**src/rtl/alu_pkg.sv**
```systemverilog
// Shared opcode and FSM state definitions for the arbitrated ALU datapath.
package alu_pkg;

    localparam int OP_W = 2;

    typedef enum logic [OP_W-1:0] {
        ALU_ADD = 2'b00,
        ALU_SUB = 2'b01,
        ALU_AND = 2'b10,
        ALU_OR  = 2'b11
    } alu_op_e;

    typedef enum logic [1:0] {
        ST_IDLE = 2'b00,
        ST_EXEC = 2'b01,
        ST_RESP = 2'b10
    } state_e;

endpackage

```
**src/rtl/rr_arbiter.sv**
```systemverilog
// Combinational round-robin picker: first active request after last_grant, wrapping modulo R.
module rr_arbiter #(
    parameter int R = 4,
    localparam int IW = $clog2(R)
) (
    input  logic [R-1:0]  req,
    input  logic [IW-1:0] last_grant,
    output logic [R-1:0]  grant,
    output logic [IW-1:0] grant_idx
);

    logic          found;
    logic [IW-1:0] idx;

    // R is a power of two, so IW-bit addition wraps the search naturally.
    always_comb begin
        grant     = '0;
        grant_idx = last_grant;
        found     = 1'b0;
        idx       = '0;
        for (int k = 1; k <= R; k++) begin
            idx = last_grant + IW'(k);
            if (!found && req[idx]) begin
                found      = 1'b1;
                grant[idx] = 1'b1;
                grant_idx  = idx;
            end
        end
    end

endmodule

```
**src/rtl/alu_arbiter.sv**
```systemverilog
// Round-robin shared N-bit add/sub/logic datapath with an IDLE/EXEC/RESP sequencer.
// Optional macro ALU_ARB_FLAGS_EN adds the {carry, overflow} rsp_flags output.
module alu_arbiter
    import alu_pkg::*;
#(
    parameter int N = 4,
    parameter int R = 4
) (
    input  logic                 clk,
    input  logic                 rst_n,
    input  logic [R-1:0]         req_valid,
    output logic [R-1:0]         req_ready,
    input  logic [R*N-1:0]       req_a,
    input  logic [R*N-1:0]       req_b,
    input  logic [R*OP_W-1:0]    req_op,
    output logic                 rsp_valid,
    input  logic                 rsp_ready,
    output logic [$clog2(R)-1:0] rsp_id,
    output logic [N-1:0]         rsp_data
`ifdef ALU_ARB_FLAGS_EN
    ,
    output logic [1:0]           rsp_flags
`endif
);

    localparam int IW = $clog2(R);

    state_e        state;
    logic [IW-1:0] last_grant;
    logic [R-1:0]  grant;
    logic [IW-1:0] grant_idx;

    logic [N-1:0]  op_a;
    logic [N-1:0]  op_b;
    alu_op_e       op_code;
    logic [IW-1:0] op_id;

    function automatic logic [N-1:0] alu_result(input logic [N-1:0] a, input logic [N-1:0] b,
                                                 input alu_op_e op);
        case (op)
            ALU_ADD: return a + b;
            ALU_SUB: return a + ~b + N'(1);
            ALU_AND: return a & b;
            default: return a | b;
        endcase
    endfunction

`ifdef ALU_ARB_FLAGS_EN
    // Carry of a + ~b + 1 is already "not borrow", so ADD and SUB share one adder.
    function automatic logic [1:0] alu_flags(input logic [N-1:0] a, input logic [N-1:0] b,
                                             input alu_op_e op);
        logic [N:0]   sum;
        logic [N-1:0] b_eff;
        if (op == ALU_ADD || op == ALU_SUB) begin
            b_eff = (op == ALU_SUB) ? ~b : b;
            sum   = {1'b0, a} + {1'b0, b_eff} + ((op == ALU_SUB) ? (N+1)'(1) : (N+1)'(0));
            return {sum[N], (a[N-1] == b_eff[N-1]) && (sum[N-1] != a[N-1])};
        end
        return 2'b00;
    endfunction
`endif

    rr_arbiter #(.R(R)) u_arb (
        .req        (req_valid),
        .last_grant (last_grant),
        .grant      (grant),
        .grant_idx  (grant_idx)
    );

    // Gated by rst_n so nothing is offered while reset is held.
    assign req_ready = (rst_n && state == ST_IDLE) ? grant : '0;

    // Operand capture carries no reset: it is only consumed after a real transfer.
    always_ff @(posedge clk) begin
        if (state == ST_IDLE && |req_valid) begin
            op_a    <= req_a[grant_idx*N +: N];
            op_b    <= req_b[grant_idx*N +: N];
            op_code <= alu_op_e'(req_op[grant_idx*OP_W +: OP_W]);
            op_id   <= grant_idx;
        end
    end

    always_ff @(posedge clk or negedge rst_n) begin
        if (!rst_n) begin
            state      <= ST_IDLE;
            last_grant <= IW'(R-1);
            rsp_valid  <= 1'b0;
            rsp_data   <= '0;
            rsp_id     <= '0;
`ifdef ALU_ARB_FLAGS_EN
            rsp_flags  <= 2'b00;
`endif
        end else begin
            case (state)
                ST_IDLE: begin
                    if (|req_valid) begin
                        state      <= ST_EXEC;
                        last_grant <= grant_idx;
                    end
                end
                ST_EXEC: begin
                    state     <= ST_RESP;
                    rsp_valid <= 1'b1;
                    rsp_data  <= alu_result(op_a, op_b, op_code);
                    rsp_id    <= op_id;
`ifdef ALU_ARB_FLAGS_EN
                    rsp_flags <= alu_flags(op_a, op_b, op_code);
`endif
                end
                ST_RESP: begin
                    if (rsp_ready) begin
                        state     <= ST_IDLE;
                        rsp_valid <= 1'b0;
                    end
                end
                default: state <= ST_IDLE;
            endcase
        end
    end

endmodule

```
**config.mk**
```make
export PLATFORM = sky130hd
export DESIGN_NAME = alu_arbiter
export DESIGN_NICKNAME = d
export VERILOG_FILES = /design/src/rtl/alu_pkg.sv /design/src/rtl/rr_arbiter.sv /design/src/rtl/alu_arbiter.sv
export SDC_FILE = /design/constraint.sdc
export NUM_CORES = 1
export LEC_CHECK = 0
export ABC_AREA = 1
export BUFFER_PORTS_ARGS = -buffer_cell sky130_fd_sc_hd__buf_2
export CORE_ASPECT_RATIO = 0.8
export CORE_MARGIN = 1
export CORE_UTILIZATION = 47
export DETAILED_ROUTE_END_ITERATION = 6
export GPL_ROUTABILITY_DRIVEN = 0
export PLACE_DENSITY = 0.76
export SYNTH_ARGS = -nofsm -noshare
export SYNTH_HDL_FRONTEND = slang
export SYNTH_HIERARCHICAL = 1
export SYNTH_SLANG_ARGS = --single-unit
```
**constraint.sdc**
```tcl
create_clock -name clk -period 2.4 [get_ports clk]
set_input_delay 0.12 -clock clk [delete_from_list [all_inputs] [get_ports clk]]
set_output_delay 0.12 -clock clk [all_outputs]
set_load 0.01 [all_outputs]
```
==> out/qor.csv, run 1 <==
metric,value,unit
first-pass GRT wire length,7130,µm
DRT antenna net count,0,
number of flops mapped to enable cells by yosys,12,
CTS H-tree depth,1,
DR vias/cell,4.91,
final setup TNS,0,ns
synth top area cells,"edfxtp_1 (18%), ha_1 (12%), dfrtp_1 (11%)",
CP Class,reg -> reg,
WHS,0.0435,ns
Die W,75.6,µm
top-count cell post-synth,nand2_1,
HPWL Detailed,3430,µm
Gate Count Post-Synth,272,
DR vias,1925,
Final Power,4.14,mW
Num CTS Buffers,3,
post-synth cell types,28,
port buffer count,57,
CP Launch Type,flop,
Die Y,60.9,µm
measured slew at the worst slew-check pin,0.460,ns
Pwr Density,1670,mW/mm²
share of layout cells above drive strength 1,0.299,
slew margin rel.,0.693,
pins over their slew limit,0,
WL/cell,11.0,µm
Layout Nets,404,
crit path max fanout,11,
initial drt markers,81,
DRT Pass-1 Iters,4,
largest net degree at the start of global routing,22,
GR Overflow Total,0,
Final period util,0.944,
CORE AREA,0.00418,mm²
HP Class,in -> reg,
io pins,58,
mapped cell area,0.00204,mm²
clock-pin slew on the worst setup and hold paths,0.08,ns
die area,0.00461,mm²
Yosys top cell area share,0.177,
post-synth top area cell,edfxtp_1,
final setup vio count,0,
initial antenna violation count,0,
maximum clock path buffer count,2,
Inst Count DP,386,
synthesis-to-finish area growth,21.5,%
top_reg_cell synth,edfxtp_1,
"top cells by count, synth","nand2_1 (58), nor2_1 (36), inv_1 (25), nand3_1 (22), o21ai_0 (20)",
CTS tree,yes,
Worst-Skew Late Latency,0.26,ns
clock root cell,clkbuf_8,
outcome,"finished, final reports clean",
maximum VDD drop,863,µV
Async SR Flop Fraction,0.478,
final WL,4330,µm
Tmin final,2.26,ns
Clock Skew,0.00536,ns
Initial Util,0.488,
#FFs+latches synth,23,
CP required,2.42,ns
"non-filler cells, final",392,
syn_area_per_cell,7.49,µm²
final hold vios,0,
worst setup margin,0.135,ns
drc violations,0,
clock sinks,23,
RSZ-0062 raised after global routing,false,
syn_nets,340,
Ant. Diodes,0,
FMAX,442,MHz
Ys Warns,6,
worst slack at placement,0.0634,ns
Critical Path End Type,flop,
vias in the first global route,1596,
register area share after synthesis,0.313,
LEAKAGE,1.27,nW
Max Cap Viol,0,
Std-Cell Rows,21,
CP arrival,2.28,ns
All-Layer GR Usage,0.204,
cell usage in the layout, fill, tap and decap left out, types with 5 or more instances in the layout:
cell      Yosys  layout
nand3_1      22      22
a21oi_1       7       7
o21ai_1       8      10
o21ai_0      20      18
buf_2         3      57
buf_4         0       8
nand2_4       5       5
edfxtp_1     12      12
o22ai_1      10      10
inv_1        25      24
nor2_1       36      36
ha_1         19      19
dfrtp_1       9       9
nand2_1      58      58
inv_2         8       9
final timing paths:
check	from	end	slack (ns)	cells past startpoint
min in group asynchronous	rst_n	rsp_id[1]$_DFFE_PN0P_	0.25	2
hold reg to reg	op_id[0]$_DFFE_PP_	rsp_id[0]$_DFFE_PN0P_	0.46	2
hold / removal	rsp_ready	state[1]$_DFFE_PN0P_	0.04	2
setup reg to reg	last_grant[1]$_DFFE_PN1P_	op_b[0]$_DFFE_PP_	0.14	13
setup / recovery	last_grant[1]$_DFFE_PN1P_	op_b[0]$_DFFE_PP_	0.14	13
max in group asynchronous	rst_n	last_grant[1]$_DFFE_PN1P_	1.88	2
metrics by stage:
stage	instance area, µm²	utilization
floorplan	2040	-
global placement	2410	0.577
detailed placement	2410	0.577
CTS	2470	0.590
global route	2480	0.593
finish	2480	0.593
power by group:
| group | internal [mW] | switching [mW] |
|---|---|---|
| registers | 0.780 | 0.174 |
| logic | 1.12 | 1.82 |
| clock network | 0.116 | 0.124 |
| total | 2.02 | 2.12 |
registers in the layout, summed over array words and instances (netlist names):
signal and count:
rsp_id 2, op_a 4, op_code 2, last_grant 2, rsp_valid 1, op_b 4, state 2, op_id 2
rsp_data 4
kinds of logic after synthesis:
logic type                 share of synthesized area
and+or+nand+nor                                0.327
DFF                                            0.313
adders and majority gates                      0.136
AOI/OAI and AO/OA                              0.142
buffers and inverters                         0.0810
layer usage:
layer  routed length, µm  GRT usage  share of wire  vias to the layer above
met5                   0          0              0                        -
met4                  19     0.0344         0.0044                        0
met3                 167     0.0349          0.039                        2
met2                1880      0.316           0.43                       45
met1                2260      0.303           0.52                      861
li1                    -          -              -                     1017
area by class of cell:
type	count	area, µm²
flip-flops and latches	23	638
repair buffers	66	355
inverters	34	131
well taps	57	71.3
fillers	385	1700
multi-input cells	208	1230
clock inverters	1	5.00
clock buffers	3	41.3
worst max-delay path, cell delays in order (launching register included):
cell and delay [ns]:
dfstp_2 0.54, inv_1 0.05, ha_1 0.33, inv_2 0.08, nand2_4 0.10, nand2_4 0.08
nor2_8 0.14, nand2_2 0.05, nand2_1 0.05, nand2_1 0.04, nand2_1 0.12, clkinvlp_4 0.20
o21ai_0 0.12, o22ai_1 0.09
what timing repair did:
item	4_1_cts	5_1_grt
endpoints found under the setup margin	0	10
buffers inserted	0	1
hold buffers	1	0
endpoints found under the hold margin	11	0
gates resized for setup	0	4
Note: power is estimated with default switching activity, not from simulation.
==> run 2, diff against run 1 <==
- BUFFER_PORTS_ARGS: -buffer_cell sky130_fd_sc_hd__buf_2 -> not set
- CELL_PAD_IN_SITES_DETAIL_PLACEMENT: not set -> 1
- CELL_PAD_IN_SITES_GLOBAL_PLACEMENT: not set -> 1
- CORE_ASPECT_RATIO: 0.8 -> not set
- CORE_UTILIZATION: 47 -> 41
- DONT_BUFFER_PORTS: not set -> 1
- PLACE_DENSITY: 0.76 -> not set
- PLACE_DENSITY_LB_ADDON: not set -> 0.1
==> out/qor.csv, run 2 (same netlist as run 1, synthesis figures left out) <==
metric,value,unit,change
measured slew at the worst slew-check pin,0.513,ns,was 0.460 ns
CTS H-tree depth,1,,unchanged
final WL,4700,µm,was 4330 µm
FMAX,449,MHz,was 442 MHz
maximum VDD drop,932,µV,was 863 µV
post-route cell area,0.00224,mm²,was 0.00248 mm²
initial drt markers,72,,was 81
Largest regs,"op_a (4), op_b (4), rsp_data (4)",,unchanged
Initial Util,0.429,,was 0.488
fillers,623,,was 385
CP Class,reg -> reg,,unchanged
clock-pin slew on the worst setup and hold paths,0.08,ns,about the same
initial antenna violation count,0,,unchanged
Worst-Skew Late Latency,0.27,ns,was 0.26 ns
outcome,"finished, final reports clean",,unchanged
"most common cell after layout, fill and taps aside",nand2_1,,unchanged
Final Power,4.18,mW,was 4.14 mW
CP Launch Type,flop,,unchanged
DR vias,1776,,was 1925
CORE AREA,0.00475,mm²,was 0.00418 mm²
WL/cell,13.5,µm,was 11.0 µm
vias in the first global route,1590,,was 1596
share of layout cells above drive strength 1,0.164,,was 0.299
DRT antenna net count,0,,unchanged
All-Layer GR Usage,0.179,,was 0.204
HP Class,in -> reg,,unchanged
CP dominant cell by count,buf_4,,was nand2_1
worst path bufs/invs,3,,unchanged
largest net degree at the start of global routing,22,,unchanged
Ant. Diodes,0,,unchanged
Clock Skew,0.00129,ns,was 0.00536 ns
Pwr Density,1870,mW/mm²,was 1670 mW/mm²
Final period util,0.928,,was 0.944
CP peak stage delay,0.54,ns,about the same
Num CTS Buffers,3,,unchanged
DRT Pass-1 Iters,4,,unchanged
final setup vio count,0,,unchanged
GR Overflow Total,0,,unchanged
synthesis-to-finish area growth,9.82,%,was 21.5%
drc violations,0,,unchanged
Critical Path End Type,flop,,unchanged
RSZ-0062 raised after global routing,false,,unchanged
die area,0.00526,mm²,was 0.00461 mm²
crit path max fanout,21,,was 11
LEAKAGE,1.04,nW,was 1.27 nW
WHS,0.0389,ns,was 0.0435 ns
Std-Cell Rows,25,,was 21
port buffer count,0,,was 57
maximum clock path buffer count,2,,unchanged
Tmin final,2.23,ns,was 2.26 ns
Layout Nets,349,,was 404
CP required,2.41,ns,was 2.42 ns
final hold vios,0,,unchanged
DR vias/cell,5.12,,was 4.91
dpl cell area,0.00214,mm²,was 0.00241 mm²
final setup TNS,0,ns,unchanged
worst path cell trace,inv_2 -> buf_4 -> nand2_2 -> nand3_2 -> nand2_4 -> nor2_8 -> o21ai_1 -> nand2_1 -> buf_4 -> o21ai_0 -> o22ai_1,,was inv_1 -> ha_1 -> inv_2 -> nand2_4 -> nand2_4 -> nor2_8 -> nand2_2 -> nand2_1 -> nand2_1 -> nand2_1 -> clkinvlp_4 -> o21ai_0 -> o22ai_1
CTS tree,yes,,unchanged
most frequent cells in the layout,"nand2_1 (58), nor2_1 (34), inv_1 (24), nand3_1 (22), ha_1 (18)",,"was nand2_1 (58), buf_2 (57), nor2_1 (36), inv_1 (24), nand3_1 (22)"
Max Cap Viol,0,,unchanged
CP arrival,2.24,ns,was 2.28 ns
first-pass GRT wire length,7420,µm,was 7130 µm
HPWL Detailed,3850,µm,was 3430 µm
Critical Path Slowest Stage Cell,dfstp_2,,unchanged
io pins,58,,unchanged
Die W,72.5,µm,was 75.6 µm
slew margin rel.,0.657,,was 0.693
kind of cell adding the most delay to the critical path,flip-flops,,was simple AND/OR/NAND/NOR gates
clock root cell,clkbuf_8,,unchanged
clock sinks,23,,unchanged
Die Y,72.5,µm,was 60.9 µm
pins over their slew limit,0,,unchanged
[run 2: cell types whose count changed in the layout (fill, tap and decap cells not counted), sizes merged]
| cell | change |
|---|---|
| buf | -56 |
| clkinv | -1 |
| clkbuf | +1 |
| dlygate4sd3 | +1 |
[run 2: metal layers]
metal	vias to the layer above	share of wire	GRT usage
met4	0	0.0045	0.0327
met2	50	0.42	0.274
li1	906	-	-
met5	-	0	0
met3	3	0.047	0.0319
met1	817	0.53	0.266
[run 2: report_power, final]
| group | leakage (nW) | switching (mW) | internal [mW] |
|---|---|---|---|
| clock | 0.0228 | 0.123 | 0.119 |
| sequential | 0.244 | 0.209 | 0.781 |
| combinational | 0.777 | 1.86 | 1.10 |
[run 2: repair_timing]
action                                  in CTS  in global routing
hold buffers                                 2                  0
buffers inserted                             0                  1
endpoints found under the setup margin       0                 14
gates resized for setup                      0                 10
endpoints found under the hold margin       12                  0
[run 2: area by class of cell]
| type | count | area [µm²] | share of cell area |
|---|---|---|---|
| sequential | 23 | 638 | 0.285 |
| inverter | 34 | 131 | 0.0587 |
| tap | 67 | 83.8 | 0.0375 |
| timing repair buffer | 11 | 87.6 | 0.0391 |
| multi-input combinational | 208 | 1250 | 0.560 |
| clock buffer | 4 | 45.0 | 0.0201 |
[run 2: path summary, 6_finish.rpt]
check / startpoint / end / slack (ns) / depth (start not counted)
max: last_grant[0]$_DFFE_PN1P_ / op_b[2]$_DFFE_PP_ / 0.17 / 11
min: rsp_ready / rsp_valid$_DFFE_PN0P_ / 0.04 / 3
max reg2reg: last_grant[0]$_DFFE_PN1P_ / op_b[2]$_DFFE_PP_ / 0.17 / 11
min reg2reg: op_id[1]$_DFFE_PP_ / rsp_id[1]$_DFFE_PN0P_ / 0.47 / 2
max in group asynchronous: rst_n / last_grant[0]$_DFFE_PN1P_ / 1.78 / 1
min in group asynchronous: rst_n / state[1]$_DFFE_PN0P_ / 0.26 / 1
[run 2: metrics by stage]
step / std cells / worst slack (ns) / utilization
6_report: 347 / 0.173 / 0.471
3_5_place_dp: 340 / 0.0611 / 0.451
4_1_cts: 346 / 0.0470 / 0.465
3_3_place_gp: 340 / 0.107 / 0.451
2_1_floorplan: 272 / 0.0631 / -
5_1_grt: 347 / 0.0533 / 0.471
[run 2: worst register-to-register path: stages (launching register included)]
cell and delay (ns):
dfstp_2 0.54, inv_2 0.05, buf_4 0.18, nand2_2 0.08, nand3_2 0.11, nand2_4 0.18
nor2_8 0.08, o21ai_1 0.14, nand2_1 0.10, buf_4 0.21, o21ai_0 0.18, o22ai_1 0.11
==> run 3, diff against run 2 <==
- CORE_ASPECT_RATIO: not set -> 1.4
==> out/qor.csv, run 3 (same netlist as run 1, synthesis figures left out) <==
metric,value,unit,change
DR vias/cell,5.25,,was 5.12
crit path max fanout,10,,was 21
CP arrival,2.30,ns,was 2.24 ns
io pins,58,,unchanged
Reg-to-Reg Start,last_grant[0]$_DFFE_PN1P_,,unchanged
Max Cap Viol,0,,unchanged
final setup vio count,0,,unchanged
port buffer count,0,,unchanged
final hold vios,0,,unchanged
share of layout cells above drive strength 1,0.165,,was 0.164
GR Overflow Total,0,,unchanged
Worst-Skew Late Latency,0.26,ns,was 0.27 ns
CORE AREA,0.00480,mm²,was 0.00475 mm²
Die W,61.6,µm,was 72.5 µm
Multi-input gate area,0.00127,mm²,was 0.00125 mm²
initial drt markers,52,,was 72
maximum clock path buffer count,2,,unchanged
initial antenna violation count,0,,unchanged
DRT Pass-1 Iters,4,,unchanged
final setup TNS,0,ns,unchanged
largest net degree at the start of global routing,22,,unchanged
CP Class,reg -> reg,,unchanged
hold_sp,rsp_ready,,unchanged
CTS H-tree depth,1,,unchanged
Tmin final,2.30,ns,was 2.23 ns
Ant. Diodes,0,,unchanged
Initial Util,0.424,,was 0.429
first-pass GRT wire length,8020,µm,was 7420 µm
HP Class,in -> reg,,unchanged
most frequent cells in the layout,"nand2_1 (56), nor2_1 (36), inv_1 (24), nand3_1 (21), ha_1 (18)",,"was nand2_1 (58), nor2_1 (34), inv_1 (24), nand3_1 (22), ha_1 (18)"
synthesis-to-finish area growth,10.5,%,was 9.82%
measured slew at the worst slew-check pin,0.537,ns,was 0.513 ns
HPWL Detailed,4000,µm,was 3850 µm
CP Launch Type,flop,,unchanged
clock sinks,23,,unchanged
slew margin rel.,0.641,,was 0.657
drc violations,0,,unchanged
outcome,"finished, final reports clean",,unchanged
storage element area,638,µm²,unchanged
Num CTS Buffers,3,,unchanged
"most common cell after layout, fill and taps aside",nand2_1,,unchanged
Clock Skew,0.00324,ns,was 0.00129 ns
Layout Nets,348,,was 349
Largest regs,"op_a (4), op_b (4), rsp_data (4)",,unchanged
Final period util,0.958,,was 0.928
pins over their slew limit,0,,unchanged
clock root cell,clkbuf_8,,unchanged
CP Launch Point,last_grant[0]$_DFFE_PN1P_,,unchanged
die area,0.00526,mm²,about the same
Critical Path End Type,flop,,unchanged
DR vias,1801,,was 1776
post-CTS setup-driven buffer insertion count,0,,unchanged
DRT antenna net count,0,,unchanged
vias in the first global route,1800,,was 1590
Finished Core Util,0.469,,was 0.471
CTS tree,yes,,unchanged
fillers,645,,was 623
WL/cell,14.8,µm,was 13.5 µm
RSZ-0062 raised after global routing,false,,unchanged
final WL,5080,µm,was 4700 µm
Die Y,85.4,µm,was 72.5 µm
All-Layer GR Usage,0.202,,was 0.179
clock-pin slew on the worst setup and hold paths,0.08,ns,about the same
Std-Cell Rows,30,,was 25
CP required,2.41,ns,about the same
FMAX,435,MHz,was 449 MHz
run 3: final timing paths:
kind                                              to  slack [ns]  cells past startpoint
max                                op_a[3]$_DFFE_PP_        0.10                     11
max in group asynchronous  last_grant[1]$_DFFE_PN1P_        1.76                      1
min reg2reg                    rsp_id[0]$_DFFE_PN0P_        0.46                      2
min in group asynchronous       state[1]$_DFFE_PN0P_        0.27                      1
min                            rsp_valid$_DFFE_PN0P_        0.05                      3
max reg2reg                        op_a[3]$_DFFE_PP_        0.10                     11
run 3: worst max-delay path: stages, from the launching register on:
cell     delay, ns
dfstp_2       0.55
inv_2         0.06
buf_4         0.18
nand2_2       0.08
nand3_2       0.11
nand2_4       0.17
nor2_8        0.07
o21ai_1       0.21
nand2_2       0.15
buf_6         0.17
o21ai_0       0.17
o22ai_1       0.11
run 3: through the flow:
stage | hold slack, ns | std cells | setup WS (ns) | instance area [µm²]
3_5_place_dp | -0.175 | 335 | 0.0513 | 2130
4_1_cts | 0.0440 | 341 | 0.0307 | 2190
3_3_place_gp | -0.175 | 335 | 0.0931 | 2130
6_report | 0.0465 | 343 | 0.101 | 2250
5_1_grt | 0.0501 | 343 | 0.00617 | 2250
2_1_floorplan | -0.176 | 272 | 0.0631 | 2040
run 3: area by class of cell:
type                       count  area share
multi-input combinational    208       0.564
timing repair buffer           9      0.0344
sequential                    23       0.283
clock buffer                   4      0.0200
timing repair inverter         1     0.00333
tap                           64      0.0356
inverter                      34      0.0594
run 3: repair_timing:
action | in CTS | in global routing
endpoints found under the setup margin | 0 | 10
resized for setup | 0 | 22
endpoints found under the hold margin | 12 | 0
hold buffers | 2 | 0
run 3: metal layers:
layer / track usage / vias up / part of all wire
li1: - / 903 / -
met1: 0.260 / 846 / 0.44
met2: 0.348 / 50 / 0.52
met3: 0.0259 / 2 / 0.039
met4: 0.0465 / 0 / 0.0057
met5: 0 / - / 0
Power of run 3 is left out: the tool's default activity adds up to more than one toggle a clock period on the data nets, which glitch-free logic cannot reach.
